--- src/rtl/serial_adder_ctrl_if.sv ---
// Request/result bundle for the bit-serial adder controller.
// The master side issues operands with start; the slave side returns busy/done and the result.
interface serial_adder_ctrl_if #(
    parameter int WIDTH = 8
);
    logic             start;
    logic [WIDTH-1:0] a;
    logic [WIDTH-1:0] b;
    logic             cin;
    logic             busy;
    logic             done;
    logic [WIDTH-1:0] sum;
    logic             cout;

    modport master (
        output start, a, b, cin,
        input  busy, done, sum, cout
    );

    modport slave (
        input  start, a, b, cin,
        output busy, done, sum, cout
    );
endinterface

--- src/rtl/serial_adder_ctrl.sv ---
// Bit-serial adder controller: drives one full-adder cell LSB-first over WIDTH cycles
// and publishes {cout,sum} = a + b + cin with a one-cycle done pulse.
module serial_adder_ctrl #(
    parameter int WIDTH = 8
) (
    input  logic                clk,
    input  logic                reset,
    serial_adder_ctrl_if.slave  bus
);
    localparam int CW = $clog2(WIDTH + 1);
    localparam logic [CW-1:0] LAST_BIT = CW'(WIDTH - 1);

    typedef enum logic [1:0] {
        S_IDLE = 2'd0,
        S_ADD  = 2'd1,
        S_DONE = 2'd2
    } state_t;

    state_t           state_r, state_s;
    logic [WIDTH-1:0] sha_r, sha_s;
    logic [WIDTH-1:0] shb_r, shb_s;
    logic [WIDTH-1:0] psum_r, psum_s;
    logic [WIDTH-1:0] sum_r, sum_s;
    logic             carry_r, carry_s;
    logic             cout_r, cout_s;
    logic [CW-1:0]    cnt_r, cnt_s;
    logic             busy_r, busy_s;
    logic             done_r, done_s;
    logic             fa_bit_s;
    logic             fa_cy_s;

    function automatic logic fa_sum(input logic x, input logic y, input logic c);
        return x ^ y ^ c;
    endfunction

    function automatic logic fa_carry(input logic x, input logic y, input logic c);
        return (x & y) | (x & c) | (y & c);
    endfunction

    // Next-state, datapath and output decode; the single FA cell sees the operand LSBs.
    always_comb begin
        state_s  = state_r;
        sha_s    = sha_r;
        shb_s    = shb_r;
        psum_s   = psum_r;
        sum_s    = sum_r;
        carry_s  = carry_r;
        cout_s   = cout_r;
        cnt_s    = cnt_r;
        fa_bit_s = fa_sum(sha_r[0], shb_r[0], carry_r);
        fa_cy_s  = fa_carry(sha_r[0], shb_r[0], carry_r);

        case (state_r)
            S_IDLE: begin
                if (bus.start) begin
                    state_s = S_ADD;
                    sha_s   = bus.a;
                    shb_s   = bus.b;
                    carry_s = bus.cin;
                    psum_s  = {WIDTH{1'b0}};
                    cnt_s   = {CW{1'b0}};
                end else begin
                    state_s = S_IDLE;
                end
            end
            S_ADD: begin
                sha_s   = sha_r >> 1;
                shb_s   = shb_r >> 1;
                carry_s = fa_cy_s;
                // Sum bits enter at the MSB so the LSB lands at bit 0 after WIDTH shifts.
                psum_s  = (psum_r >> 1) | (WIDTH'(fa_bit_s) << (WIDTH - 1));
                cnt_s   = cnt_r + {{(CW-1){1'b0}}, 1'b1};
                if (cnt_r == LAST_BIT) begin
                    sum_s   = psum_s;
                    cout_s  = fa_cy_s;
                    state_s = S_DONE;
                end else begin
                    state_s = S_ADD;
                end
            end
            S_DONE: begin
                state_s = S_IDLE;
            end
            default: begin
                state_s = S_IDLE;
            end
        endcase

        busy_s = (state_s != S_IDLE);
        done_s = (state_s == S_DONE);
    end

    // State register.
    always_ff @(posedge clk or posedge reset) begin
        if (reset) begin
            state_r <= S_IDLE;
        end else begin
            state_r <= state_s;
        end
    end

    // Operand shifters, carry, counter and registered outputs; reset aborts any add in flight.
    always_ff @(posedge clk or posedge reset) begin
        if (reset) begin
            sha_r   <= {WIDTH{1'b0}};
            shb_r   <= {WIDTH{1'b0}};
            psum_r  <= {WIDTH{1'b0}};
            sum_r   <= {WIDTH{1'b0}};
            carry_r <= 1'b0;
            cout_r  <= 1'b0;
            cnt_r   <= {CW{1'b0}};
            busy_r  <= 1'b0;
            done_r  <= 1'b0;
        end else begin
            sha_r   <= sha_s;
            shb_r   <= shb_s;
            psum_r  <= psum_s;
            sum_r   <= sum_s;
            carry_r <= carry_s;
            cout_r  <= cout_s;
            cnt_r   <= cnt_s;
            busy_r  <= busy_s;
            done_r  <= done_s;
        end
    end

    assign bus.busy = busy_r;
    assign bus.done = done_r;
    assign bus.sum  = sum_r;
    assign bus.cout = cout_r;
endmodule

--- src/flat_wrapper.sv ---
// flat-port wrapper written by rule: the top's interface ports become plain ports
module serial_adder_ctrl_flat 
#(
    parameter int WIDTH = 8
)
  (clk, reset, bus_start, bus_a, bus_b, bus_cin, bus_busy, bus_done, bus_sum, bus_cout);
  serial_adder_ctrl_if #(.WIDTH(WIDTH)) bus_i ();
  input  logic clk;
  input  logic reset;
  input wire logic [$bits(bus_i.start)-1:0] bus_start;
  input wire logic [$bits(bus_i.a)-1:0] bus_a;
  input wire logic [$bits(bus_i.b)-1:0] bus_b;
  input wire logic [$bits(bus_i.cin)-1:0] bus_cin;
  output wire logic [$bits(bus_i.busy)-1:0] bus_busy;
  output wire logic [$bits(bus_i.done)-1:0] bus_done;
  output wire logic [$bits(bus_i.sum)-1:0] bus_sum;
  output wire logic [$bits(bus_i.cout)-1:0] bus_cout;
  assign bus_i.start = bus_start;
  assign bus_i.a = bus_a;
  assign bus_i.b = bus_b;
  assign bus_i.cin = bus_cin;
  assign bus_busy = bus_i.busy;
  assign bus_done = bus_i.done;
  assign bus_sum = bus_i.sum;
  assign bus_cout = bus_i.cout;
  serial_adder_ctrl #(.WIDTH(WIDTH)) u_core (.clk(clk), .reset(reset), .bus(bus_i));
endmodule
--- config.mk ---
export PLATFORM = sky130hd
export DESIGN_NAME = serial_adder_ctrl_flat
export DESIGN_NICKNAME = d
export VERILOG_FILES = /design/src/rtl/serial_adder_ctrl_if.sv /design/src/rtl/serial_adder_ctrl.sv /design/src/flat_wrapper.sv
export SDC_FILE = /design/constraint.sdc
export NUM_CORES = 1
export LEC_CHECK = 0
export BUFFER_PORTS_ARGS = -buffer_cell sky130_fd_sc_hd__buf_2
export CORE_ASPECT_RATIO = 0.75
export CORE_UTILIZATION = 40
export DETAILED_ROUTE_END_ITERATION = 6
export SLEW_MARGIN = 10
export SYNTH_ARGS = -nofsm -noshare
export SYNTH_HDL_FRONTEND = slang
export SYNTH_SLANG_ARGS = --single-unit
--- constraint.sdc ---
create_clock -name clk -period 3.1 [get_ports clk]
set_input_delay 0.31 -clock clk [delete_from_list [all_inputs] [get_ports clk]]
set_output_delay 0.31 -clock clk [all_outputs]
set_load 0.01 [all_outputs]
; Yosys cells after proc, flatten, opt, wreduce, memory -nomap -nowiden
; Cells that the tools add are included.
[totals]
reg_bits = 42
latchBits = 0
mem_bits_rw = 0
romBits = 0
inputBits = 20
wordCells = 41
n_memories = 0
[op_classes]
n_addsub = 1
mul = 0
n_div = 0
magnitude_cmp = 0
eq_ne = 4
n_shift = 0
muxes = 13
n_bitwise = 8
reduce_logical = 5
[op_table]
columns = cell, n
row1 = 8-bit case mux with 2 select lines, 3
row2 = 8-bit two-way mux, 3
row3 = 7-bit by 8-bit OR with 8-bit output, 1
row4 = 4-bit case mux with 2 select lines, 1
row5 = 4-bit by 1-bit adder with 4-bit output (second input constant), 1
row6 = 4-bit by 3-bit equality test with 1-bit output (second input constant), 1
row7 = 4-bit two-way mux, 1
row8 = 2-bit case mux with 2 select lines, 1
row9 = 2-bit AND reduction, 2
row10 = 2-bit nonzero test, 2
row11 = 1-bit bitwise AND, 3
row12 = 2-bit by 1-bit equality test with 1-bit output (second input constant), 1
row13 = 2-bit equality test (second input constant), 1
row14 = 2-bit logical NOT, 1
row15 = 1-bit two-way mux, 2
row16 = 2-bit two-way mux, 1
row17 = 2-bit inequality test (second input constant), 1
row18 = 1-bit OR, 2
row19 = 1-bit case mux with 2 select lines, 1
row20 = 1-bit XOR, 2

; Logic depth before layout (Yosys ltp)
; Gate-level depths: netlist of the first run.
[logic_depth]
word_depth = 4
ltp_mapped = 5

; Worst setup path before layout of the first run
; OpenSTA, ideal clock, no wires.
[synth_path]
path_type = reg2reg
startpoint = register u_core.cnt_r[0]
endpoint = register u_core.cout_r, in the netlist u_core.bus.cout
setup_time_ps = 125
arrival_time_ps = 1331
required_ps = 2975
setup_slack_ps = 1644
path_stages_with_launch = 5
period_less_slack_ps = 1456
path_cell_list = dfrtp_1 ha_1 nand2_1 nor3_4 mux2_2
[synth_via]
elab_chain_cells = 2
[synth_rtl]
columns = element, line_no
row1 = start: declaration, serial_adder_ctrl.sv:26  ; logic [CW-1:0] cnt_r, cnt_s;
row2 = start signal: assignment, serial_adder_ctrl.sv:111  ; cnt_r <= {CW{1'b0}};
row3 = start signal: assignment, serial_adder_ctrl.sv:121  ; cnt_r <= cnt_s;
row4 = 4-bit by 3-bit equality test with 1-bit output, serial_adder_ctrl.sv:73  ; if (cnt_r == LAST_BIT) begin
row5 = 2-bit AND reduction (no line), --
row6 = end signal: assignment, serial_adder_ctrl.sv:120  ; cout_r <= cout_s;
row7 = end: declaration, serial_adder_ctrl.sv:25  ; logic cout_r, cout_s;
; No other way between the ends.
; A chain may end at the register's enable or synchronous reset.

; Final worst setup path of the first run
[layout_path]
startpoint = register u_core.state_r[0]
endpoint = register u_core.sum_r[7], in the netlist u_core.bus.sum[7]
[layout_via]
elab_chain_cells = 2
[layout_rtl]
columns = element, line_no
row1 = start: declaration, serial_adder_ctrl.sv:19  ; state_t state_r, state_s;
row2 = start signal: assignment, serial_adder_ctrl.sv:98  ; state_r <= state_s;
row3 = 2-bit by 1-bit equality test with 1-bit output, serial_adder_ctrl.sv:53  ; case (state_r)
row4 = 2-bit AND reduction (no line), --
row5 = end signal: assignment, serial_adder_ctrl.sv:108  ; sum_r <= {WIDTH{1'b0}};
row6 = end signal: assignment, serial_adder_ctrl.sv:118  ; sum_r <= sum_s;
row7 = end: declaration, serial_adder_ctrl.sv:23  ; logic [WIDTH-1:0] sum_r, sum_s;
; No other way between the ends.

==> results of run 1 <==
power by group:
group          total, mW  switching [mW]  leakage, nW  internal (mW)
logic              0.612           0.314        0.365          0.298
clock network      0.431           0.168       0.0585          0.262
registers          0.942           0.193        0.533          0.748
per-stage QoR:
| step | util | power [mW] |
|---|---|---|
| global route | 0.497 | 2.14 |
| finish | 0.497 | 1.98 |
| floorplan | - | 1.37 |
| detailed placement | 0.468 | 1.57 |
| CTS | 0.497 | 2.00 |
| global placement | 0.468 | 1.54 |
worst register-to-register path, delay by kind of cell (launching register included):
family           cells  cell delay [ps]
DFF                  1              810
muxes                1              400
and+or+nand+nor      2              660
per-layer routing:
layer | share of wire | vias to the layer above | track usage
met2 | 0.46 | 29 | 0.248
met5 | 0 | - | 0
met3 | 0.055 | 4 | 0.0450
met1 | 0.48 | 608 | 0.233
met4 | 0.0083 | 0 | 0.0593
li1 | - | 586 | -
cells in the mapped netlist (all sizes together):
| library cell | count | area share |
|---|---|---|
| o21ai | 18 | 0.053 |
| a31oi | 4 | 0.015 |
| a21oi | 5 | 0.015 |
| ha | 1 | 0.0073 |
| nand3 | 1 | 0.0029 |
| nor2b | 6 | 0.022 |
| nor3 | 2 | 0.012 |
| nor2 | 1 | 0.0022 |
| nand2b | 1 | 0.0051 |
| and2 | 3 | 0.011 |
| nand2 | 18 | 0.039 |
| clkbuf | 4 | 0.0088 |
| buf | 5 | 0.015 |
| fa | 1 | 0.012 |
| a22oi | 12 | 0.053 |
| nor3b | 1 | 0.0044 |
| a32o | 1 | 0.0058 |
| a41oi | 1 | 0.0051 |
| dfrtp | 41 | 0.60 |
| inv | 4 | 0.0088 |
| a22o | 8 | 0.041 |
| mux2 | 9 | 0.059 |
| o21bai | 1 | 0.0066 |
registers in the layout, summed over array words and instances (netlist names):
register	flops
u_core.sha_r	8
u_core.cnt_r	4
u_core.bus.done	1
u_core.psum_r	7
u_core.bus.cout	1
u_core.carry_r	1
u_core.bus.busy	1
u_core.bus.sum	8
u_core.state_r	2
u_core.shb_r	8
worst max path at each step:
stage / end / slack (ps) / cells after the start
global placement: u_core.bus.sum[7]$_DFFE_PP0P_ / 1150 / 3
finish: u_core.bus.sum[7]$_DFFE_PP0P_ / 1120 / 3
CTS: u_core.bus.sum[4]$_DFFE_PP0P_ / 1110 / 3
floorplan: u_core.bus.cout$_DFFE_PP0P_ / 1640 / 4
global route: u_core.cnt_r[3]$_DFFE_PP0P_ / 940 / 3
detailed placement: u_core.bus.sum[4]$_DFFE_PP0P_ / 1130 / 3
layout make-up:
cell class,count,area (um2)
repair buffers,32,165
clock buffers,7,86.3
multi-input cells,94,634
fillers,377,2050
flip-flops and latches,41,1030
well taps,55,68.8
clock inverters,1,30.0
inverters,4,15.0
cell families after synthesis:
| logic type | Yosys count | share of synthesized area |
|---|---|---|
| simple gates | 33 | 0.0992 |
| fa+ha+maj | 2 | 0.0190 |
| compound gates | 50 | 0.193 |
| flops | 41 | 0.598 |
| mux | 9 | 0.0591 |
| buf+inv | 13 | 0.0321 |
==> results.cfg, run 1 <==
[run_status]
status = complete, no violations

[critical_path]
arrival_ps = 2150
timing.critical_path.buf_inv = 0
worst_r2r_endpoint = u_core.bus.sum[7]$_DFFE_PP0P_
crit_start = u_core.state_r[0]$_DFF_PP0_
slowest_delay_ps = 810
path_cells = nand2b_2 > nor3_4 > mux2_2
rr_startpoint = u_core.state_r[0]$_DFF_PP0_
rr_worst_depth = 3
critPathSlowestCell = dfrtp_1
crit_family = flip-flops
worstSetupEndpointType = flop
crit_type = flop to flop
reg2reg_slack_ps = 1120
crit_path_start_kind = flop
worstPathMaxFanout = 23
cp_data_required_time_ps = 3270

[clocking]
clk_latency_ps = 280
cts_hold_buf = 0
cts_tree = yes
cts_buffers = 5
clkTransAtPathRegs_ps = 70
clock_path_buffers = 2
clock_sinks = 41
cts-root-buf = clkbuf_8
cts_max_level = 2
cts_setup_buffers = 0
ctsResizeCount = 0

[sta]
maxSlewHeadroom = 0.399
setup_viol = 0
worst_hold_slack_ps = 211
period_share = 0.638
report.final.slew_viol_count = 0
fin_skew_ps = 4.00
fin_ws_ps = 1120
hold_viol_final = 0
rsz0062_at_grt = false
period_minus_slack_ps = 1980
max_freq_mhz = 505
setup_tns_ps = 0
worst_pin_slew_ps = 900

[placed_design]
dp_cells = 226
routabilityCongestion = 0.680
io_buffers = 30
dpl.hpwl_um = 2290
post-place-ws_ps = 1130
place_area_um2 = 1910

[global_route]
grt-ovfl-total = 0
grt_max_degree = 25
track_usage = 0.165
grt_pass1_wl_um = 5660
grt_pass1_vias = 1177
antenna_found_initial = 0

[logic_synthesis]
ys_seq_area_frac = 0.598
synth-seq-cells = 41
yosysWarningCount = 0
netlist_instances = 148
synth_fp_nets = 170
synth_cell_type_count = 24
postSynthAreaPerCell_um2 = 11.6
synthesis.area_um2 = 1720

[route]
vias = 1227
via_per_inst = 5.24
wl_per_cell_um = 13.9
totalWireLength_um = 3260
drt_iter0_markers = 80
drcViolationCount = 0
ant_nets = 0
drtPass1Iterations = 4

[layout]
stdcell_count = 234
antenna_cells = 0
final_common_cell = dfrtp_1
area_growth_pct = 18.1
stdcell_area_um2 = 2030
nets = 200
layout_common_cells = 41 x dfrtp_1, 30 x buf_2, 18 x nand2_1, 18 x o21ai_0, 12 x a22oi_1
drive_gt1_frac = 0.285

[floorplanning]
fp.coreArea_um2 = 4080
initial_core_util = 0.421
die_x_um = 77.6
placement_rows = 20
ioPinCount = 31
die_area_um2 = 4560
die_h_um = 58.7

[flow_run]
cap_violations = 0

[power]
ir_worst_vdd_mv = 0.385
power_leakage_nw = 0.957
p_per_area_nw_per_um2 = 979

[worst_hold_path]
hold_class = input port to async pin
(Power assumes the default switching activity.)
==> run 2, diff against run 1 <==
==> constraint.sdc (replaced) <==
create_clock -name clk -period 2 [get_ports clk]
set_input_delay 0.2 -clock clk [delete_from_list [all_inputs] [get_ports clk]]
set_output_delay 0.2 -clock clk [all_outputs]
set_load 0.01 [all_outputs]
==> run 2 against run 1 <==
  * Non-clock buffer count increased by 5
  * Clock power rose by 26%
  * Utilization is 0.18 points higher
  * Hold slack got worse by 190 ps
  * Count of clock-buffer cells in the layout unchanged
  * Sequential share of layout area down 0.19 points
  * Critical endpoint unchanged
  * Largest cell class unchanged
==> results.cfg, run 2 (synthesized netlist as in run 1, its figures left out) <==
[clocking]
clkTransAtPathRegs_ps = 70
clock_sinks = 41
cts-root-buf = clkbuf_8
cts_hold_buf = 0
cts_setup_buffers = 0
clock_path_buffers = 2
clk_latency_ps = 290
ctsResizeCount = 0
cts_buffers = 5
cts_tree = yes
cts_max_level = 2

[global_route]
grt_pass1_wl_um = 5800
grt-ovfl-total = 0
antenna_found_initial = 0
grt_max_degree = 42
track_usage = 0.171
grt_pass1_vias = 1228

[floorplanning]
placement_rows = 20
ioPinCount = 31
initial_core_util = 0.421
fp.coreArea_um2 = 4080
die_h_um = 58.7
die_area_um2 = 4560
die_x_um = 77.6

[layout]
drive_gt1_frac = 0.301
fill_cells = 376
final_util = 0.498
layout_common_cells = 41 x dfrtp_1, 30 x buf_2, 18 x nand2_1, 18 x o21ai_0, 12 x a22oi_1
final_common_cell = dfrtp_1
antenna_cells = 0
nets = 205
area_growth_pct = 18.5

[route]
drt_iter0_markers = 59
wl_per_cell_um = 14.1
totalWireLength_um = 3360
drtPass1Iterations = 4
ant_nets = 0
vias = 1226
via_per_inst = 5.15
drcViolationCount = 0

[worst_hold_path]
hold_class = input port to async pin

[critical_path]
arrival_ps = 1820
crit_type = flop to flop
crit_path_start_kind = flop
worstSetupEndpointType = flop
cp_data_required_time_ps = 2180
worstPathMaxFanout = 10

[sta]
setup_viol = 0
setup_tns_ps = 0
period_share = 0.824
rsz0062_at_grt = false
report.final.slew_viol_count = 0
fin_skew_ps = 4.10
period_minus_slack_ps = 1650
hold_viol_final = 0
worst_pin_slew_ps = 509
maxSlewHeadroom = 0.661
max_freq_mhz = 607

[power]
power_leakage_nw = 0.967
power_mw = 3.02
p_per_area_nw_per_um2 = 1480
ir_worst_vdd_mv = 0.484

[flow_run]
cap_violations = 0

[placed_design]
routabilityCongestion = 0.717
dpl.hpwl_um = 2310
io_buffers = 30

[run_status]
status = complete, no violations
[run 2: cell type report]
class	instances	area [um2]	share of cell area
Tap cell	55	68.8	0.0338
Timing Repair Buffer	37	203	0.0997
Multi-Input combinational cell	94	634	0.312
Clock buffer	7	86.3	0.0425
Sequential cell	41	1030	0.505
Inverter	4	15.0	0.00738
[run 2: per-stage QoR]
stage / setup WS, ps / instances / hold slack [ps] / instance area (um2)
2_1_floorplan: 544 / 148 / 370 / 1720
3_3_place_gp: 410 / 231 / 343 / 1950
3_5_place_dp: 325 / 231 / 351 / 1950
4_1_cts: 318 / 238 / 33.0 / 2030
5_1_grt: 230 / 238 / 63.5 / 2030
6_report: 352 / 238 / 22.7 / 2030
[run 2: worst max-delay path, cell delays in order, from the launching register on]
cell	delay [ps]
dfrtp_1	400
ha_1	200
nand2_1	120
nor3_4	410
mux2_2	390
[run 2: where the power goes]
group	leakage (nW)	internal [mW]	total, mW	switching (mW)
Combinational	0.390	0.514	1.10	0.585
Sequential	0.533	1.16	1.37	0.213
Clock	0.0443	0.274	0.543	0.269
Total	0.967	1.95	3.02	1.07
[run 2: final timing paths]
path	startpoint	endpoint	slack, ps	cells past startpoint
max in group asynchronous	reset	u_core.sha_r[5]$_DFFE_PP0P_	1630	3
min reg2reg	u_core.sha_r[6]$_DFFE_PP0P_	u_core.sha_r[6]$_DFFE_PP0P_	480	2
max	u_core.cnt_r[0]$_DFFE_PP0P_	u_core.bus.sum[7]$_DFFE_PP0P_	350	4
min	reset	u_core.bus.sum[2]$_DFFE_PP0P_	20	3
min in group clk	bus_b[7]	u_core.shb_r[7]$_DFFE_PP0P_	170	2
max reg2reg	u_core.cnt_r[0]$_DFFE_PP0P_	u_core.bus.sum[7]$_DFFE_PP0P_	350	4
[run 2: layer usage]
layer	track usage	vias up	share of wire
met2	0.245	20	0.44
li1	-	596	-
met4	0.0889	0	0.023
met5	0	-	0
met3	0.0465	8	0.038
met1	0.238	602	0.50
==> run 3, diff against run 2 <==
--- a/config.mk
+++ b/config.mk
@@ -5,6 +5,7 @@
 export SDC_FILE = /design/constraint.sdc
 export NUM_CORES = 1
 export LEC_CHECK = 0
+export ABC_AREA = 1
 export BUFFER_PORTS_ARGS = -buffer_cell sky130_fd_sc_hd__buf_2
 export CORE_ASPECT_RATIO = 0.75
 export CORE_UTILIZATION = 40
==> constraint.sdc (replaced) <==
create_clock -name clk -period 1.55 [get_ports clk]
set_input_delay 0.155 -clock clk [delete_from_list [all_inputs] [get_ports clk]]
set_output_delay 0.155 -clock clk [all_outputs]
set_load 0.01 [all_outputs]
==> run 3 against run 2 <==
  * Clock skew increased by 3.0 ps
  * Design area rose by 1.5%
  * Sequential share of layout area decreased by 0.73 points
  * Total power increased by 32%
  * Combinational power up 19%
  * Register-to-register slack lost 160 ps
  * Setup slack got worse by 160 ps
  * Cell count grew 18%
==> results.cfg, run 3 <==
[run_status]
status = complete, no violations

[route]
drcViolationCount = 0
vias = 1331
ant_nets = 0
drt_iter0_markers = 88
wl_per_cell_um = 11.6
drtPass1Iterations = 4
totalWireLength_um = 3250
via_per_inst = 4.74

[clocking]
cts_buffers = 5
clkTransAtPathRegs_ps = 80
cts-root-buf = clkbuf_8
clock_path_buffers = 2
cts_max_level = 2
cts_setup_buffers = 0
clk_latency_ps = 290
cts_tree = yes
clock_sinks = 41

[logic_synthesis]
synth-main-ff-cell = dfrtp_1
synth_top_area_cell = dfrtp_1
yosysTopAreaCellShare = 0.591
yosysWarningCount = 0
synthesis.area_um2 = 1740
postSynthAreaPerCell_um2 = 9.14
netlist_instances = 190
ys_seq_area_frac = 0.591
synth-seq-cells = 41
synth_cell_type_count = 19
yosysMostFrequentCell = nand2_1
synthArstFlopShare = 1.00
synth_edf_count = 0
yosys-top-cells-area = dfrtp_1 59%, nand2_1 16%, nand3_1 12%, inv_1 1.5%, o22ai_1 1.4%
synth_common_cells = 72 x nand2_1, 41 x dfrtp_1, 40 x nand3_1
synth_fp_nets = 212

[global_route]
grt_pass1_vias = 1280
track_usage = 0.166
antenna_found_initial = 0
met1_usage = 0.222
grt-ovfl-total = 0
grt_max_degree = 42
grt.busiest_layer = met2
globalRouteMet2Util = 0.254
grt_pass1_wl_um = 5810
use_met3 = 0.0508

[sta]
fin_ws_ps = 191
max_freq_mhz = 736
period_share = 0.877
period_minus_slack_ps = 1360
hold_viol_final = 0
worst_hold_slack_ps = 52.8
worst_pin_slew_ps = 512
fin_skew_ps = 7.06
setup_tns_ps = 0
maxSlewHeadroom = 0.659
setup_viol = 0
rsz0062_at_grt = false
report.final.slew_viol_count = 0

[layout]
area_growth_pct = 18.8
fill_cells = 427
stdcell_count = 281
final_common_cell = nand2_1
nets = 247
layout_common_cells = 72 x nand2_1, 41 x dfrtp_1, 40 x nand3_1
drive_gt1_frac = 0.217
antenna_cells = 0

[power]
power_leakage_nw = 1.07
power_mw = 3.97
p_per_area_nw_per_um2 = 1920
ir_worst_vdd_mv = 0.843

[floorplanning]
ioPinCount = 31
placement_rows = 20
die_h_um = 59.1
die_area_um2 = 4610
fp.coreArea_um2 = 4100
initial_core_util = 0.423
die_x_um = 78.1

[critical_path]
worst_r2r_endpoint = u_core.bus.sum[1]$_DFFE_PP0P_
reg2reg_slack_ps = 190
rr_startpoint = u_core.cnt_r[0]$_DFFE_PP0P_
cp_data_required_time_ps = 1740
crit_type = flop to flop
crit_path_start_kind = flop
arrival_ps = 1550
endpoint = u_core.bus.sum[1]$_DFFE_PP0P_
rr_worst_depth = 6
crit_start = u_core.cnt_r[0]$_DFFE_PP0P_
worstSetupEndpointType = flop
worstPathMaxFanout = 9

[flow_run]
cap_violations = 0

[placed_design]
dpl.hpwl_um = 2190
dp_cells = 272
routabilityCongestion = 0.713
post-place-ws_ps = 190
io_buffers = 30

[worst_hold_path]
hp-start = bus_a[7]
hold_class = input port to flop
[run 3: worst max-delay path, stage by stage, from the launching register on]
cell and delay (ps):
dfrtp_1 410, ha_1 210, nand2_1 70, nor2_1 130, nand2_1 230, nand2_1 140
nand2_1 60
[run 3: area by class of cell]
cell class	count	area, um2	share of cell area
clock buffer	6	82.6	0.0400
clock inverter	2	37.5	0.0182
inverter	9	33.8	0.0164
multi-input combinational	132	617	0.299
sequential	41	1030	0.497
tap	55	68.8	0.0334
timing repair buffer	36	198	0.0958
[run 3: cell families (layout without fill, tap and decap cells)]
| family | Yosys count | in the layout | synth area share |
|---|---|---|---|
| flip-flops | 41 | 41 | 0.591 |
| AND/OR/NAND/NOR | 121 | 121 | 0.306 |
| adder cells (fa/ha/maj) | 2 | 2 | 0.0187 |
| buffers and inverters | 17 | 53 | 0.0540 |
| AO/OA/AOI/OAI | 9 | 9 | 0.0303 |
[run 3: what timing repair did]
item / 4_1_cts / 5_1_grt
hold buffers: 1 / 0
resized for setup: 0 / 0
endpoints found under the hold margin: 24 / 0
[run 3: where the power goes]
group	switching [mW]	leakage (nW)	internal (mW)
Clock	0.369	0.0574	0.523
Sequential	0.260	0.525	1.51
Combinational	0.797	0.483	0.508
Total	1.43	1.07	2.54
[run 3: worst min-delay path by stage]
| stage | endpoint | depth (start not counted) |
|---|---|---|
| floorplan | u_core.sha_r[7]$_DFFE_PP0P_ | 2 |
| global placement | u_core.carry_r$_DFFE_PP0P_ | 3 |
| detailed placement | u_core.shb_r[2]$_DFFE_PP0P_ | 3 |
| CTS | u_core.sha_r[7]$_DFFE_PP0P_ | 3 |
| global route | u_core.sha_r[7]$_DFFE_PP0P_ | 3 |
| finish | u_core.sha_r[7]$_DFFE_PP0P_ | 3 |
[run 3: routing by layer]
metal,part of all wire,wire length (um)
met2,0.41,1320
met5,0,0
met4,0.014,44
met3,0.057,184
met1,0.52,1700
[run 3: stage by stage]
stage | area, um2 | util
final | 2060 | 0.503
after global routing | 2060 | 0.503
after CTS | 2060 | 0.503
after detailed placement | 1930 | 0.471
after global placement | 1930 | 0.471
after floorplan | 1740 | -
